<file path="config.mk">
export PLATFORM = sky130hd
export DESIGN_NAME = edge_capture_bank
export DESIGN_NICKNAME = d
export VERILOG_FILES = /design/src/rtl/edge_capture_bank.sv
export SDC_FILE = /design/constraint.sdc
export NUM_CORES = 1
export LEC_CHECK = 0
export CAP_MARGIN = 20
export CELL_PAD_IN_SITES_DETAIL_PLACEMENT = 2
export CELL_PAD_IN_SITES_GLOBAL_PLACEMENT = 2
export CORE_MARGIN = 2
export CORE_UTILIZATION = 27
export CTS_CLUSTER_DIAMETER = 150
export DETAILED_ROUTE_END_ITERATION = 6
export GPL_TIMING_DRIVEN = 0
export PLACE_DENSITY_LB_ADDON = 0.3
export SLEW_MARGIN = 20
export SYNTH_ARGS = -nofsm -noshare
export SYNTH_HDL_FRONTEND = slang
export SYNTH_SLANG_ARGS = --single-unit
</file>
<file path="constraint.sdc">
create_clock -name clk -period 3.71 [get_ports clk]
set_input_delay 0.5565 -clock clk [delete_from_list [all_inputs] [get_ports clk]]
set_output_delay 0.5565 -clock clk [all_outputs]
set_load 0.1 [all_outputs]
</file>
<file path="src/rtl/edge_capture_bank.sv">
// Multi-channel edge capture with sticky write-1-to-clear flags, overrun detection and a masked irq.
// Define EDGE_CAPTURE_SYNC_EN to pass every sig bit through a 2-FF synchroniser before edge detection.
module edge_capture_bank #(
    parameter int CHANNELS = 8
) (
    input  logic                  clk,
    input  logic                  rst_n,
    input  logic [CHANNELS-1:0]   sig,
    input  logic [2*CHANNELS-1:0] mode,
    input  logic [CHANNELS-1:0]   mask,
    input  logic [CHANNELS-1:0]   clr,
    output logic [CHANNELS-1:0]   flags,
    output logic [CHANNELS-1:0]   ovf,
    output logic                  irq
);

    logic [CHANNELS-1:0] sig_s;
    logic                inited_load;

`ifdef EDGE_CAPTURE_SYNC_EN
    logic [CHANNELS-1:0] sync1_q, sync1_d;
    logic [CHANNELS-1:0] sync2_q, sync2_d;
    logic [1:0]          init_cnt_q, init_cnt_d;

    // The baseline waits until both synchroniser stages hold post-reset samples.
    always_comb begin
        sync1_d    = sig;
        sync2_d    = sync1_q;
        init_cnt_d = init_cnt_q;
        if (init_cnt_q != 2'd2) begin
            init_cnt_d = init_cnt_q + 2'd1;
        end
    end

    always_ff @(posedge clk or negedge rst_n) begin
        if (!rst_n) begin
            sync1_q    <= '0;
            sync2_q    <= '0;
            init_cnt_q <= 2'd0;
        end else begin
            sync1_q    <= sync1_d;
            sync2_q    <= sync2_d;
            init_cnt_q <= init_cnt_d;
        end
    end

    assign sig_s       = sync2_q;
    assign inited_load = (init_cnt_q == 2'd2);
`else
    assign sig_s       = sig;
    assign inited_load = 1'b1;
`endif

    logic [CHANNELS-1:0] hist_q, hist_d;
    logic                inited_q, inited_d;
    logic [CHANNELS-1:0] flags_q, flags_d;
    logic [CHANNELS-1:0] ovf_q, ovf_d;
    logic                irq_q, irq_d;
    logic [CHANNELS-1:0] rise_vec, fall_vec, edge_hit;

    assign rise_vec = ~hist_q & sig_s;
    assign fall_vec = hist_q & ~sig_s;

    // Edges are only reported once the history register holds a real sample.
    always_comb begin
        edge_hit = '0;
        for (int i = 0; i < CHANNELS; i++) begin
            case (mode[2*i +: 2])
                2'b01:   edge_hit[i] = inited_q & rise_vec[i];
                2'b10:   edge_hit[i] = inited_q & fall_vec[i];
                2'b11:   edge_hit[i] = inited_q & (rise_vec[i] | fall_vec[i]);
                default: edge_hit[i] = 1'b0;
            endcase
        end
    end

    // A new edge beats a same-cycle clear; overrun only arms on an unacknowledged flag.
    always_comb begin
        hist_d   = sig_s;
        inited_d = inited_q | inited_load;
        flags_d  = edge_hit | (flags_q & ~clr);
        ovf_d    = (ovf_q & ~(clr & ~edge_hit)) | (edge_hit & flags_q & ~clr);
        irq_d    = |(flags_q & mask);
    end

    always_ff @(posedge clk or negedge rst_n) begin
        if (!rst_n) begin
            hist_q   <= '0;
            inited_q <= 1'b0;
            flags_q  <= '0;
            ovf_q    <= '0;
            irq_q    <= 1'b0;
        end else begin
            hist_q   <= hist_d;
            inited_q <= inited_d;
            flags_q  <= flags_d;
            ovf_q    <= ovf_d;
            irq_q    <= irq_d;
        end
    end

    assign flags = flags_q;
    assign ovf   = ovf_q;
    assign irq   = irq_q;

endmodule

</file>
Yosys cells after proc, flatten, opt, wreduce, memory -nomap -nowiden
Cells that the tools add are included.
Widths: inputs -> output; s select.
Word-level totals
  register bits after elaboration: 26
  input bits: 42
  output and inout port bits: 17
  logic and storage cells: 85
Operators by class
  equal/unequal tests: 24
  multiplexer cells: 8
  bitwise gates (word level): 47
  reduce and logical (&&, ||, !) cells: 1
Operator list (count)
  $and 8x8->8: 8
  $not 8->8: 5
  $eq 2x2->1 const B: 16
  $and 1x1->1: 24
  $pmux 1 s3: 8
  $eq 2x1->1 const B: 8
  $or 8x8->8: 2
  $or 1x1->1: 8
  $reduce_or 8->1: 1

Longest topological paths before layout
Gate-level depths: netlist (run 1).
  word-level depth: 10
  gate-level depth with buffers: 6
  gate-level depth less buffers: 6

Worst setup path before layout (run 1)
No wires, ideal clock.
  path type: reg2out
  start: register flags_q[7] (netlist: flags[7])
  end: output flags[7]
  data arrival time: 0.912 ns
  required time: 3.154 ns
  slack: 2.241 ns
  cell stages (with the launch flop): 1
  buffers on the path: 0
  cell sequence: dfrtp_1
RTL lines
  start, declared: line 56  | logic [CHANNELS-1:0] flags_q, flags_d;
  start signal, assigned: line 96  | flags_q <= flags_d;
  end, declared: line 12  | output logic [CHANNELS-1:0] flags,
No word-level cell between the ends.

Worst setup path in the final report (run 1)
  start: register ovf_q[3] (netlist: ovf[3])
  end: output ovf[3]
RTL lines
  start, declared: line 57  | logic [CHANNELS-1:0] ovf_q, ovf_d;
  start signal, assigned: line 97  | ovf_q <= ovf_d;
  end, declared: line 13  | output logic [CHANNELS-1:0] ovf,
No word-level cell between the ends.

==> results.yml, run 1 <==
outcome:
  status: "finished clean"
power_and_ir_drop:
  p_total_w: 0.000789
  p_clk_share_pct: 24.2
  combinationalPowerShare_pct: 35.1
  netSwitchingPower_w: 0.000296
  vdd_drop_max_mv: 0.130
  pwr-share-seq_pct: 40.7
  swShare_pct: 37.4
  cellLeakagePower_nw: 0.989
  internal-power_w: 0.000494
  p_per_area_nw_per_um2: 366
routing:
  ant_nets: 0
  viasPerCell: 4.67
  drt-initial-drc-count: 26
  dr.pass1.iters: 3
  drc: 0
  vias: 1269
  wl_mm: 4.39
  wire_per_inst_um: 16.1
sta:
  tightest_slew_ns: 1.01
  hold_violations: 0
  max_clock_freq_ghz: 0.419
  clock_skew_ns: 0.00185
  min_period_over_period_pct: 64.4
  finalSetupViolations: 0
  rsz0062_at_grt: "false"
  totalNegativeSetupSlack_ns: 0
  min_period_ns: 2.39
  drv_slew: 0
  slew_headroom_pct: 32.7
logic_synthesis:
  syn_nets: 198
  yosys_warnings: 0
  yosysTopAreaCellShare_pct: 45.1
  synthTopCellsByArea: "dfrtp_1 (45%), ha_1 (14%), inv_1 (6.3%), and4b_1 (5.6%), a211oi_2 (5.2%)"
  synth_cells: 140
  synth_seq_cells: 26
  synth_area_um2: 1440
  yosysSeqAreaShare_pct: 45.1
  yosys.area.top_type: "dfrtp_1"
  synth_cell_type_count: 20
  avgSynthCellArea_um2: 10.3
clock_network:
  clock_sinks: 26
  cts.root.buffer_cell: "clkbuf_8"
  h-tree-depth: 1
  ctsResizeCount: 0
  clk-insertion-delay-late_ns: 0.27
  path_clk_slew_ns: 0.10
  postCtsHoldBufs: 0
  cts_made_buffers: 3
  postCtsSetupBuffers: 0
  cts_tree: "done"
  cts_max_path_buffers: 2
cells_and_area:
  synthToLayoutAreaGrowth_pct: 49.8
  fill_cells: 591
  final_cells: 272
  fin_util_pct: 42.0
  antenna_cells: 0
  stdcell_area_um2: 2160
  drive_gt1_share_pct: 6.93
  nNetsFinal: 261
global_routing:
  grt_pass1_vias: 1461
  antenna_found_initial: 0
  gr-usage-all-layers_pct: 15.6
  grt.overflow.total: 0
  grt_max_degree: 27
  grt_pass1_wl_mm: 7.22
placement:
  place_area_um2: 2100
  place_hpwl_mm: 3.66
  port_buffers: 58
  place_inst: 268
  gp_congestion: 0.721
job:
  maxCapViolations: 0
setup_path:
  crit_family: "buffers and inverters"
  critPathKind: "flip-flop to output port"
  critPathLaunchType: "flip-flop"
  worstPathMaxFanout: 3
  critPathArrivalTime_ns: 1.83
  worstPathCellList: "clkdlybuf4s50_1"
  cpMaxStageDelayCell: "clkdlybuf4s50_1"
  worstSetupEndpointType: "output port"
  cpPeakStageDelay_ns: 1.16
  path_buf_inv: 1
  cp_data_required_time_ns: 3.15
floorplanning:
  fp.dieH_um: 77.1
  die_w_um: 77.1
  io_pins: 59
  initial_core_util_pct: 28.0
  row_count: 26
  core_area_um2: 5140
  die-area_um2: 5940
min_path:
  min_path_type: "input pin to async pin"
cells in the final DEF, fill, tap and decap left out, types with 4 or more instances in the layout:
cell type / synthesis / final
clkbuf_8: 0 / 4
and4b_1: 8 / 8
o22ai_1: 7 / 7
nand2b_1: 5 / 5
inv_1: 24 / 24
o21ai_1: 8 / 8
nand2_1: 8 / 8
a22oi_1: 4 / 4
nor2b_1: 7 / 7
nor2_1: 7 / 7
clkdlybuf4s50_1: 0 / 57
dfrtp_1: 26 / 26
ha_1: 16 / 16
or3_1: 7 / 7
a211oi_2: 6 / 6
stage by stage:
step,setup slack (ns),hold slack (ns)
floorplan,2.24,0.261
global placement,1.63,0.515
detailed placement,1.61,0.532
CTS,1.29,0.308
global route,1.26,0.326
finish,1.32,0.286
Yosys cell counts:
cell type,count
dfrtp_1,26
inv_1,24
ha_1,16
and4b_1,8
nand2_1,8
o21ai_1,8
nor2_1,7
nor2b_1,7
o22ai_1,7
or3_1,7
a211oi_2,6
nand2b_1,5
a22oi_1,4
a21oi_1,1
a21oi_2,1
buf_6,1
conb_1,1
nand4_1,1
o21ai_0,1
o311ai_2,1
cell families (layout without fill, tap and decap cells):
kind of cell | after synthesis | count (layout) | share of synthesized area, %
DFF | 26 | 26 | 45.1
and+or+nand+nor | 43 | 43 | 18.1
other | 1 | 1 | 0.260
adders and majority gates | 16 | 16 | 13.9
AOI/OAI and AO/OA | 29 | 29 | 15.5
buffers and inverters | 25 | 87 | 7.03
routing by layer:
metal  routed length [um]  part of all wire (%)  GRT usage [%]  vias to the layer above
li1                     -                     -              -                      605
met1                 1750                    40           17.6                      623
met2                 2350                    54           29.0                       37
met3                  245                   5.6           3.65                        4
met4                   39                  0.89           4.29                        0
met5                    0                     0              0                        -
path summary, 6_finish.rpt:
| path | from | to | slack [ns] | cells after the start |
|---|---|---|---|---|
| min | rst_n | ovf[1] | 0.29 | 1 |
| max reg2reg | inited_q | flags[5] | 2.33 | 3 |
| max in group asynchronous | rst_n | hist_q[6] | 3.01 | 1 |
| min in group clk | ovf[5] | ovf[5] | 0.55 | 2 |
| max | ovf[3] | ovf[3] | 1.32 | 1 |
| min reg2reg | ovf[5] | ovf[5] | 0.55 | 2 |
power by group through the flow:
stage	sequential, W	combinational, W	clock [W]
2_1_floorplan	0.000444	0.0000495	0
3_3_place_gp	0.000325	0.000270	0
3_5_place_dp	0.000328	0.000280	0
4_1_cts	0.000323	0.000282	0.000198
5_1_grt	0.000326	0.000294	0.000208
6_report	0.000322	0.000277	0.000191
cell type report:
cell class	count	area (um^2)	share of cell area, %
repair buffers	58	576	26.7
multi-input cells	89	689	31.9
plain buffers	1	11.3	0.521
inverters	24	90.1	4.17
flip-flops and latches	26	651	30.1
well taps	70	87.6	4.06
clock buffers	4	55.1	2.55
state kept, by name, indices dropped and copies added, names as in the netlist:
signal / cells
ovf: 8
hist_q: 8
irq: 1
flags: 8
inited_q: 1
(Power assumes the default switching activity.)
==> run 2: changes to the inputs <==
--- a/config.mk
+++ b/config.mk
@@ -9,7 +9,7 @@
 export CELL_PAD_IN_SITES_DETAIL_PLACEMENT = 2
 export CELL_PAD_IN_SITES_GLOBAL_PLACEMENT = 2
 export CORE_MARGIN = 2
-export CORE_UTILIZATION = 27
+export CORE_UTILIZATION = 25
 export CTS_CLUSTER_DIAMETER = 150
 export DETAILED_ROUTE_END_ITERATION = 6
 export GPL_TIMING_DRIVEN = 0
==> constraint.sdc (replaced) <==
create_clock -name clk -period 2.4 [get_ports clk]
set_input_delay 0.36 -clock clk [delete_from_list [all_inputs] [get_ports clk]]
set_output_delay 0.36 -clock clk [all_outputs]
set_load 0.1 [all_outputs]
==> results.yml, run 2 (same netlist as run 1, synthesis figures left out) <==
outcome:
  status: "finished clean"
global_routing:
  antenna_found_initial: 0
  grt_max_degree: 27
  busiest_layer: "met2"
  grt.overflow.total: 0
  met3_usage_pct: 1.81
  gr-usage-all-layers_pct: 14.3
  grt_use_met1_pct: 15.4
  globalRouteMet2Util_pct: 29.2
  grt_pass1_wl_mm: 7.06
  grt_pass1_vias: 1481
power_and_ir_drop:
  p_total_w: 0.00122
  netSwitchingPower_w: 0.000454
  combinationalPowerShare_pct: 35.2
  p_per_area_nw_per_um2: 563
  p_clk_share_pct: 23.9
  pwr-share-seq_pct: 40.9
  swShare_pct: 37.3
  internal-power_w: 0.000763
  vdd_drop_max_mv: 0.205
  cellLeakagePower_nw: 0.989
routing:
  vias: 1258
  ant_nets: 0
  wire_per_inst_um: 15.9
  viasPerCell: 4.59
  dr.pass1.iters: 4
  wl_mm: 4.36
  drt-initial-drc-count: 22
  drc: 0
cells_and_area:
  synthToLayoutAreaGrowth_pct: 50.0
  nNetsFinal: 261
  final_cell_mix: "clkdlybuf4s50_1 (57), dfrtp_1 (26), inv_1 (24)"
  multi_input_area_um2: 689
  fill_cells: 620
  fin_util_pct: 39.0
  final_cells: 274
  antenna_cells: 0
  final-seq-area_um2: 651
  final_common_cell: "clkdlybuf4s50_1"
  drive_gt1_share_pct: 6.93
clock_network:
  h-tree-depth: 1
  postCtsSetupBuffers: 0
  cts_made_buffers: 3
  clock_sinks: 26
  postCtsHoldBufs: 0
  cts.root.buffer_cell: "clkbuf_8"
  clk-insertion-delay-late_ns: 0.27
  cts_max_path_buffers: 2
  ctsResizeCount: 0
  cts_tree: "done"
  path_clk_slew_ns: 0.10
min_path:
  min_path_type: "input pin to async pin"
sta:
  min_period_over_period_pct: 91.4
  max_clock_freq_ghz: 0.456
  totalNegativeSetupSlack_ns: 0
  drv_slew: 0
  tightest_slew_ns: 1.01
  hold_violations: 0
  rsz0062_at_grt: "false"
  slew_headroom_pct: 32.7
  min_period_ns: 2.19
  clock_skew_ns: 0.00318
  finalSetupViolations: 0
  holdWs_ns: 0.0863
floorplanning:
  die-area_um2: 6390
  core_area_um2: 5540
  fp.dieH_um: 79.9
  row_count: 27
  io_pins: 59
  die_w_um: 79.9
  initial_core_util_pct: 26.0
setup_path:
  cpMaxStageDelayCell: "clkdlybuf4s50_1"
  critPathLaunchType: "flip-flop"
  cp_data_required_time_ns: 2.04
  worstSetupEndpointType: "output port"
  crit_family: "buffers and inverters"
  worstPathCellList: "clkdlybuf4s50_1"
  r2r_slack_ns: 1.04
  path_buf_inv: 1
  critPathKind: "flip-flop to output port"
  critPathArrivalTime_ns: 1.83
  cpPeakStageDelay_ns: 1.16
  worstPathMaxFanout: 3
placement:
  gp_congestion: 0.818
  place_hpwl_mm: 3.60
  port_buffers: 58
  place_inst: 270
job:
  maxCapViolations: 0
==> run 2: metal layers <==
| metal | vias to the layer above | routed length [um] |
|---|---|---|
| li1 | 599 | - |
| met1 | 637 | 1630 |
| met2 | 20 | 2580 |
| met3 | 2 | 122 |
| met4 | 0 | 19 |
| met5 | - | 0 |
==> run 2: power by group through the flow <==
stage	Sequential, W	Clock [W]	Combinational (W)
global route	0.000503	0.000318	0.000454
global placement	0.000504	0	0.000420
CTS	0.000498	0.000303	0.000436
finish	0.000497	0.000291	0.000429
floorplan	0.000687	0	0.0000765
detailed placement	0.000506	0	0.000433
==> run 2: cell type report <==
type	instances	share of cell area, %
Timing Repair Buffer	58	26.6
Inverter	24	4.17
Clock buffer	4	2.55
Tap cell	72	4.17
Sequential cell	26	30.1
Buffer	1	0.521
Multi-Input combinational cell	89	31.9
==> run 2: worst paths after layout <==
check,startpoint,endpoint,cells after the start
worst max register to register,inited_q,flags[6],3
worst max-delay path,flags[7],flags[7],1
max in group asynchronous,rst_n,hist_q[4],1
worst min-delay path,rst_n,ovf[7],1
worst min register to register,ovf[0],ovf[0],2
min in group clk,ovf[0],ovf[0],2
==> run 2: metrics by stage <==
step / setup slack (ns) / area, um^2
6_report: 0.207 / 2160
5_1_grt: 0.155 / 2160
4_1_cts: 0.188 / 2160
3_5_place_dp: 0.458 / 2110
3_3_place_gp: 0.508 / 2110
2_1_floorplan: 0.958 / 1440
==> run 3: changes to the inputs <==
--- a/config.mk
+++ b/config.mk
@@ -14,6 +14,7 @@
 export DETAILED_ROUTE_END_ITERATION = 6
 export GPL_TIMING_DRIVEN = 0
 export PLACE_DENSITY_LB_ADDON = 0.3
+export SKIP_LAST_GASP = 1
 export SLEW_MARGIN = 20
 export SYNTH_ARGS = -nofsm -noshare
 export SYNTH_HDL_FRONTEND = slang
==> results of run 3 <==
Final layout, timing and power as in run 2 (identical DEF).
